$ cat src/rtl/alu_cmd_issue.sv
`default_nettype none
// ============================================================================
// Module   : alu_cmd_issue
// Purpose  : Queues ALU commands in a small FIFO and issues them one at a
//            time to an external combinational ALU. Each result is captured
//            and held under a valid/ready handshake until it is accepted.
// Options  : ALU_ZERO_FLAG_EN - adds the res_zero output (result == 0).
// Revision : 1.0 - initial release
// ============================================================================
module alu_cmd_issue #(
    parameter int DEPTH = 4
) (
    input  logic       clk,
    input  logic       rst,
    input  logic       cmd_valid,
    output logic       cmd_ready,
    input  logic [3:0] cmd_a,
    input  logic [3:0] cmd_b,
    input  logic [1:0] cmd_op,
    output logic [3:0] alu_a,
    output logic [3:0] alu_b,
    output logic [1:0] alu_op,
    input  logic [3:0] alu_out,
    output logic       res_valid,
    input  logic       res_ready,
    output logic [3:0] res_data,
    output logic [1:0] res_op
`ifdef ALU_ZERO_FLAG_EN
    ,
    output logic       res_zero
`endif
);

    localparam int            c_AW      = $clog2(DEPTH);
    localparam logic [c_AW:0] c_FULL    = (c_AW + 1)'(DEPTH);
    localparam logic [1:0]    c_ST_IDLE = 2'd0;
    localparam logic [1:0]    c_ST_EXEC = 2'd1;
    localparam logic [1:0]    c_ST_HOLD = 2'd2;

    logic [3:0]      r_mem_a  [DEPTH];
    logic [3:0]      r_mem_b  [DEPTH];
    logic [1:0]      r_mem_op [DEPTH];
    logic [c_AW-1:0] r_wptr;
    logic [c_AW-1:0] r_rptr;
    logic [c_AW:0]   r_count;
    logic [1:0]      r_state;
    logic [3:0]      r_alu_a;
    logic [3:0]      r_alu_b;
    logic [1:0]      r_alu_op;
    logic            r_res_valid;
    logic [3:0]      r_res_data;
    logic [1:0]      r_res_op;

    logic            w_empty;
    logic            w_push;
    logic            w_pop;

    // cmd_ready is a pure function of the occupancy register
    assign w_empty   = (r_count == '0);
    assign cmd_ready = (r_count != c_FULL);
    assign w_push    = cmd_valid && cmd_ready;

    // The head is consumed whenever the sequencer loads a new command
    assign w_pop = !w_empty &&
                   ((r_state == c_ST_IDLE) ||
                    ((r_state == c_ST_HOLD) && res_ready));

    // FIFO storage; entries are only meaningful between the pointers
    always_ff @(posedge clk) begin
        if (!rst && w_push) begin
            r_mem_a[r_wptr]  <= cmd_a;
            r_mem_b[r_wptr]  <= cmd_b;
            r_mem_op[r_wptr] <= cmd_op;
        end
    end

    // FIFO pointers and occupancy; pointers wrap naturally at DEPTH
    always_ff @(posedge clk) begin
        if (rst) begin
            r_wptr  <= '0;
            r_rptr  <= '0;
            r_count <= '0;
        end else begin
            if (w_push) begin
                r_wptr <= r_wptr + c_AW'(1);
            end
            if (w_pop) begin
                r_rptr <= r_rptr + c_AW'(1);
            end
            if (w_push && !w_pop) begin
                r_count <= r_count + (c_AW + 1)'(1);
            end else if (w_pop && !w_push) begin
                r_count <= r_count - (c_AW + 1)'(1);
            end
        end
    end

    // Issue sequencer: load operands, capture the ALU result, hold it
    always_ff @(posedge clk) begin
        if (rst) begin
            r_state     <= c_ST_IDLE;
            r_alu_a     <= 4'd0;
            r_alu_b     <= 4'd0;
            r_alu_op    <= 2'd0;
            r_res_valid <= 1'b0;
            r_res_data  <= 4'd0;
            r_res_op    <= 2'd0;
        end else begin
            case (r_state)
                c_ST_IDLE: begin
                    if (!w_empty) begin
                        r_alu_a  <= r_mem_a[r_rptr];
                        r_alu_b  <= r_mem_b[r_rptr];
                        r_alu_op <= r_mem_op[r_rptr];
                        r_state  <= c_ST_EXEC;
                    end
                end
                c_ST_EXEC: begin
                    r_res_data  <= alu_out;
                    r_res_op    <= r_alu_op;
                    r_res_valid <= 1'b1;
                    r_state     <= c_ST_HOLD;
                end
                c_ST_HOLD: begin
                    if (res_ready) begin
                        r_res_valid <= 1'b0;
                        if (!w_empty) begin
                            r_alu_a  <= r_mem_a[r_rptr];
                            r_alu_b  <= r_mem_b[r_rptr];
                            r_alu_op <= r_mem_op[r_rptr];
                            r_state  <= c_ST_EXEC;
                        end else begin
                            r_state  <= c_ST_IDLE;
                        end
                    end
                end
                default: begin
                    r_state <= c_ST_IDLE;
                end
            endcase
        end
    end

`ifdef ALU_ZERO_FLAG_EN
    logic r_res_zero;

    // Zero flag is captured alongside res_data and held with it
    always_ff @(posedge clk) begin
        if (rst) begin
            r_res_zero <= 1'b0;
        end else if (r_state == c_ST_EXEC) begin
            r_res_zero <= (alu_out == 4'd0);
        end
    end

    assign res_zero = r_res_zero;
`endif

    assign alu_a     = r_alu_a;
    assign alu_b     = r_alu_b;
    assign alu_op    = r_alu_op;
    assign res_valid = r_res_valid;
    assign res_data  = r_res_data;
    assign res_op    = r_res_op;

endmodule
`default_nettype wire

$ cat config.mk
export PLATFORM = sky130hd
export DESIGN_NAME = alu_cmd_issue
export DESIGN_NICKNAME = d
export VERILOG_FILES = /design/src/rtl/alu_cmd_issue.sv
export SDC_FILE = /design/constraint.sdc
export NUM_CORES = 1
export LEC_CHECK = 0
export BUFFER_PORTS_ARGS = -buffer_cell sky130_fd_sc_hd__buf_2
export CORE_MARGIN = 2
export CORE_UTILIZATION = 50
export CTS_CLUSTER_SIZE = 8
export DETAILED_ROUTE_END_ITERATION = 8
export GPL_TIMING_DRIVEN = 0
export PLACE_DENSITY = 0.69
export REMOVE_ABC_BUFFERS = 1
export SKIP_LAST_GASP = 1
export SYNTH_ARGS = -nofsm -noshare
export SYNTH_HDL_FRONTEND = slang
export SYNTH_SLANG_ARGS = --single-unit
$ cat constraint.sdc
create_clock -name clk -period 3.2 [get_ports clk]
set_input_delay 0.32 -clock clk [delete_from_list [all_inputs] [get_ports clk]]
set_output_delay 0.32 -clock clk [all_outputs]
set_load 0.01 [all_outputs]
---- After elaboration in Yosys (flattened, before gate mapping) ----
Memories as Yosys holds them, arrays and structs flattened. A register that Yosys moved wholly into a read port is not among the register bits.
Index checks and enable logic that the tools add are counted.
storage, ports and cells
  flip-flop bits (word level) ............. 26
  RAM bits ................................ 40
  output and inout bits ................... 18
  memories ................................ 3
operators by class
  add/subtract/negate cells ............... 4
  eq/ne operators ......................... 5
  mux-type cells .......................... 25
  reduce and logical (&&, ||, !) cells .... 19
memories
  name      words  bits a word  rd ports  clocked after Yosys merged registers in  wr ports  line  source
  r_mem_a   4      4            1         1                                        1         40    logic [3:0] r_mem_a [DEPTH];
  r_mem_b   4      4            1         1                                        1         41    logic [3:0] r_mem_b [DEPTH];
  r_mem_op  4      2            1         1                                        1         42    logic [1:0] r_mem_op [DEPTH];
operators with widths
  operator                                                                number
  2-bit 2-to-1 mux                                                        10
  4-bit 2-to-1 mux                                                        4
  4-bit case mux with 2 select lines                                      2
  1-bit logical AND                                                       6
  3-bit 2-to-1 mux                                                        2
  2-bit case mux with 3 select lines                                      1
  2-bit AND reduction                                                     3
  2-bit nonzero test                                                      3
  2-bit by 1-bit adder with 2-bit output (second input constant)          2
  1-bit logical NOT                                                       4
  1-bit 2-to-1 mux                                                        4
  2-bit inequality test (second input constant)                           2
  2-bit case mux with 2 select lines                                      1
  3-bit by 1-bit adder with 3-bit output (second input constant)          1
  3-bit logical NOT                                                       1
  3-bit inequality test (second input constant)                           1
  3-bit by 1-bit subtractor with 3-bit output (second input constant)     1
  2-bit by 1-bit equality test with 1-bit output (second input constant)  1
  2-bit equality test (second input constant)                             1
  2-bit logical NOT                                                       1
  1-bit case mux with 2 select lines                                      1
  1-bit logical OR                                                        1

---- Logic depth before layout (Yosys ltp) ----
  depth after elaboration ................. 7
  mapped depth ............................ 9
  gate-level depth less buffers ........... 8

---- Least setup slack after synthesis ----
Ideal clock, no wire load.
  path kind ............................... register -> register
  start point ............................. register r_count[0]
  end point ............................... register r_count[2]
  setup time .............................. 0.070 ns
  arrival time ............................ 2.181 ns
  data required time ...................... 3.130 ns
  path slack .............................. 0.948 ns
  stages on the path, launching flop included .. 10
  period minus slack after synthesis ...... 2.252 ns
  path through ............................ dfxtp_1 > or3_1 > buf_2 > nand3_1 > ha_1 > inv_1 > fa_1 > xor2_1 > or3_1 > a21oi_1
between the ends
  cells in the longest elaborated chain, start to end .. 6
ends and longest elaborated chain
  item                                                                                 line  source
  from (decl)                                                                          45    logic [c_AW:0] r_count;
  from (signal assigned)                                                               91    r_count <= r_count + (c_AW + 1)'(1);
  from (signal assigned)                                                               93    r_count <= r_count - (c_AW + 1)'(1);
  branches (longest 6 deep; another with 3-bit by 1-bit subtractor with 3-bit output)  --
Parallel ways; which one is timed is not known. The select of a mux whose other input is x is not followed.
A chain may end at the register's enable or synchronous reset.

---- Final worst setup path ----
  start point ............................. register r_state[0]
  end point ............................... register r_count[2]
between the ends
  cells in the longest elaborated chain, start to end .. 7
ends and longest elaborated chain
  item                                                           line  source
  from (decl)                                                    46    logic [1:0] r_state;
  from (signal assigned)                                         101   r_state <= c_ST_IDLE;
  from (signal assigned)                                         115   r_state <= c_ST_EXEC;
  from (signal assigned)                                         122   r_state <= c_ST_HOLD;
  2-bit equality test                                            66    ((r_state == c_ST_HOLD) && res_ready));
  1-bit logical AND                                              66
  1-bit logical OR (*)                                           65    ((r_state == c_ST_IDLE) ||
  1-bit logical AND (*)                                          64    assign w_pop = !w_empty &&
  1-bit logical NOT                                              90    if (w_push && !w_pop) begin
  1-bit logical AND                                              90
  3-bit 2-to-1 mux / 2-bit nonzero test (equally long branches)  --
Mark *: on every way between the ends. The rest lies on a longest branch, timed or not.

==> impl_metrics.yaml <==
hold_path:
  worst_hold_path.num_cells: 1
  worstHoldPathType: "in2reg"
detailed_routing:
  detailroute.via_count: 1622
  starting_drt_drc_count: 106
  drt_first_pass_iters: 4
  finalWirelength_mm: 4.95
  route.antenna.remaining_nets: 0
  post_drt_wl_per_cell_um: 16.6
  drc: 0
  vias_per_cell: 5.42
floorplan:
  floorplan.initialDensity_pct: 51.9
  die_area_mm2: 0.00593
  rows: 26
  fp.coreArea_mm2: 0.00514
  floorplan.die.width_um: 77.0
  die_height_um: 77.0
  num_io_pins: 36
cells_and_area:
  final_common_cell: "sky130_fd_sc_hd__edfxtp_1"
  layout-drive-gt1-share_pct: 26.2
  number_of_antenna_diodes: 0
  area_growth_pct: 14.3
  post-route-cell-area_mm2: 0.00305
  finalNetCount: 249
  layout.cells.most_common_list: "40 x sky130_fd_sc_hd__edfxtp_1, 35 x sky130_fd_sc_hd__buf_2, 28 x sky130_fd_sc_hd__dfxtp_1"
synth:
  synth_ff_type: "sky130_fd_sc_hd__edfxtp_1"
  yosys_register_bits: 68
  synth_edf_count: 40
  syn_inst: 191
  yosysWarnings: 0
  syn_area_per_cell_um2: 14.0
  post_synth_instance_area_mm2: 0.00267
  ys_types: 31
  async_reset_ff_share_pct: 0
  synth_seq_area_share_pct: 66.1
pwr:
  powerDensity_mw_per_mm2: 833
  vdd_ir_drop_max_v: 0.000396
  leakagePower_nw: 1.12
global_route:
  initial_antenna_violation_count: 0
  grt_start_max_net_pins: 30
  grt_first_pass_wirelength_mm: 7.97
  overflow: 0
  first_global_vias: 1585
  total_grt_usage_pct: 18.1
cts:
  htree_num_levels: 3
  clk_path_buf_depth: 2
  clk_root_buffer_cell: "sky130_fd_sc_hd__clkbuf_8"
  clkSlewWorstSetupHoldPaths_ns: 0.07
  cts_tree: "built"
  cts-resized-gates: 0
  cts_inserted_buffers: 9
  cts.hold.buffers_added: 0
  postCtsSetupBuffers: 0
  clk-insertion-delay-late_ns: 0.33
  clock_sinks: 68
worst_setup_path:
  startpoint_kind_of_the_worst_setup_timing_path: "flop"
  worst_ep_required_time_ns: 3.46
  setup.worst_path.end_class: "flop"
  wp_buf_inv: 2
  worstPathMaxFanout: 15
  r2r_cells: 8
  critPathSlowestCell: "sky130_fd_sc_hd__dfxtp_1"
  timing.setup.critical_path_class: "reg2reg"
  worst_path_most_repeated_cell: "sky130_fd_sc_hd__inv_1"
  worstSetupPathDepth: 8
  critPathTopFamily: "flip-flops"
  timing.critical_path.slowest_cell_delay_ns: 0.66
  worstPathCellList: "inv_1, nand3_1, ha_1, inv_1, fa_1, xor2_1, or3_1, a21oi_1"
  arrival_ns: 2.80
placement:
  place.port_buffers: 35
  place.gp.congestion: 0.684
  postPlaceCellArea_mm2: 0.00287
  place.detailed.hpwl_mm: 3.07
timing:
  finalHoldViolations: 0
  fin_crit_sh_pct: 79.4
  setup_tns_ns: 0
  timing.max_slew.rel_slack_pct: 37.6
  grt_setup_unrepaired: "no"
  report.final.setup_viol: 0
  fin_hold_ws_ns: 0.204
  worst_pin_slew_ns: 0.934
  skew_ns: 0.00584
  final_max_slew_viol_count: 0
  maxClockFrequency_ghz: 0.393
  min_period_ns: 2.54
outcome:
  result_of_the_run: "complete, no violations"
job:
  drv_cap: 0
## kinds of logic after synthesis
group                      after synthesis  synth area share, %
AOI/OAI and AO/OA                       37                 8.12
adders and majority gates                6                 3.10
and+or+nand+nor                         48                 9.81
xor gates and xnor gates                 2                0.657
buffers and inverters                   18                 3.00
muxes                                   12                 9.24
DFF                                     68                 66.1
## final cells by class
cell class	instances	area [um^2]
clock buffers	12	135
clock inverters	3	40.0
fillers	440	2090
inverters	6	22.5
multi-input cells	105	825
flip-flops and latches	68	1760
well taps	70	87.6
repair buffers	35	175
## worst paths after layout
path	slack [ns]	from	end
setup / recovery	0.66	r_state[0]	r_count[2]
hold / removal	0.20	cmd_a[0]	r_mem_a[0][0]
setup reg to reg	0.66	r_state[0]	r_count[2]
hold reg to reg	0.46	res_data[3]	res_data[3]
## Yosys cell counts (2+ instances only)
cell / instances / area (um^2)
sky130_fd_sc_hd__nor2b_1: 3 / 18.8
sky130_fd_sc_hd__nor2_1: 6 / 22.5
sky130_fd_sc_hd__buf_2: 3 / 15.0
sky130_fd_sc_hd__a21oi_1: 22 / 110
sky130_fd_sc_hd__nand3_1: 3 / 15.0
sky130_fd_sc_hd__o21ai_0: 3 / 15.0
sky130_fd_sc_hd__and2_1: 4 / 25.0
sky130_fd_sc_hd__xor2_1: 2 / 17.5
sky130_fd_sc_hd__o31ai_1: 11 / 82.6
sky130_fd_sc_hd__mux4_2: 10 / 225
sky130_fd_sc_hd__buf_1: 2 / 7.51
sky130_fd_sc_hd__ha_1: 5 / 62.6
sky130_fd_sc_hd__edfxtp_1: 40 / 1200
sky130_fd_sc_hd__nand4_1: 11 / 68.8
sky130_fd_sc_hd__inv_1: 6 / 22.5
sky130_fd_sc_hd__dfxtp_1: 28 / 561
sky130_fd_sc_hd__clkbuf_1: 5 / 18.8
sky130_fd_sc_hd__nand2_1: 12 / 45.0
sky130_fd_sc_hd__or3_1: 2 / 12.5
sky130_fd_sc_hd__nand2b_1: 2 / 12.5
## through the flow
step | util (%) | power, mW | instances | setup slack, ns
floorplan | - | 1.69 | 179 | 0.955
global placement | 55.9 | 1.90 | 284 | 0.733
detailed placement | 55.9 | 1.92 | 284 | 0.703
CTS | 59.3 | 2.56 | 299 | 0.672
global route | 59.3 | 2.70 | 299 | 0.437
finish | 59.3 | 2.54 | 299 | 0.658
## sequential cells by signal (all words and copies together), names as in the netlist, named ones only
name / flops
r_mem_a: 16
r_mem_b: 16
r_mem_op: 8
alu_a: 4
alu_b: 4
res_data: 4
r_count: 3
alu_op: 2
r_rptr: 2
r_state: 2
r_wptr: 2
res_op: 2
res_valid: 1
## metal layers
metal / GRT usage [%] / vias to the layer above / wire, um
met5: 0 / - / 0
met4: 8.04 / 0 / 78
met3: 5.18 / 9 / 221
met2: 30.1 / 37 / 2450
met1: 22.1 / 787 / 2200
li1: - / 789 / -
## power breakdown
group          total, mW  switching (mW)  internal, mW
Combinational      0.676           0.353         0.324
Clock              0.644           0.290         0.354
Sequential          1.22           0.152          1.07
(Power assumes the default switching activity.)
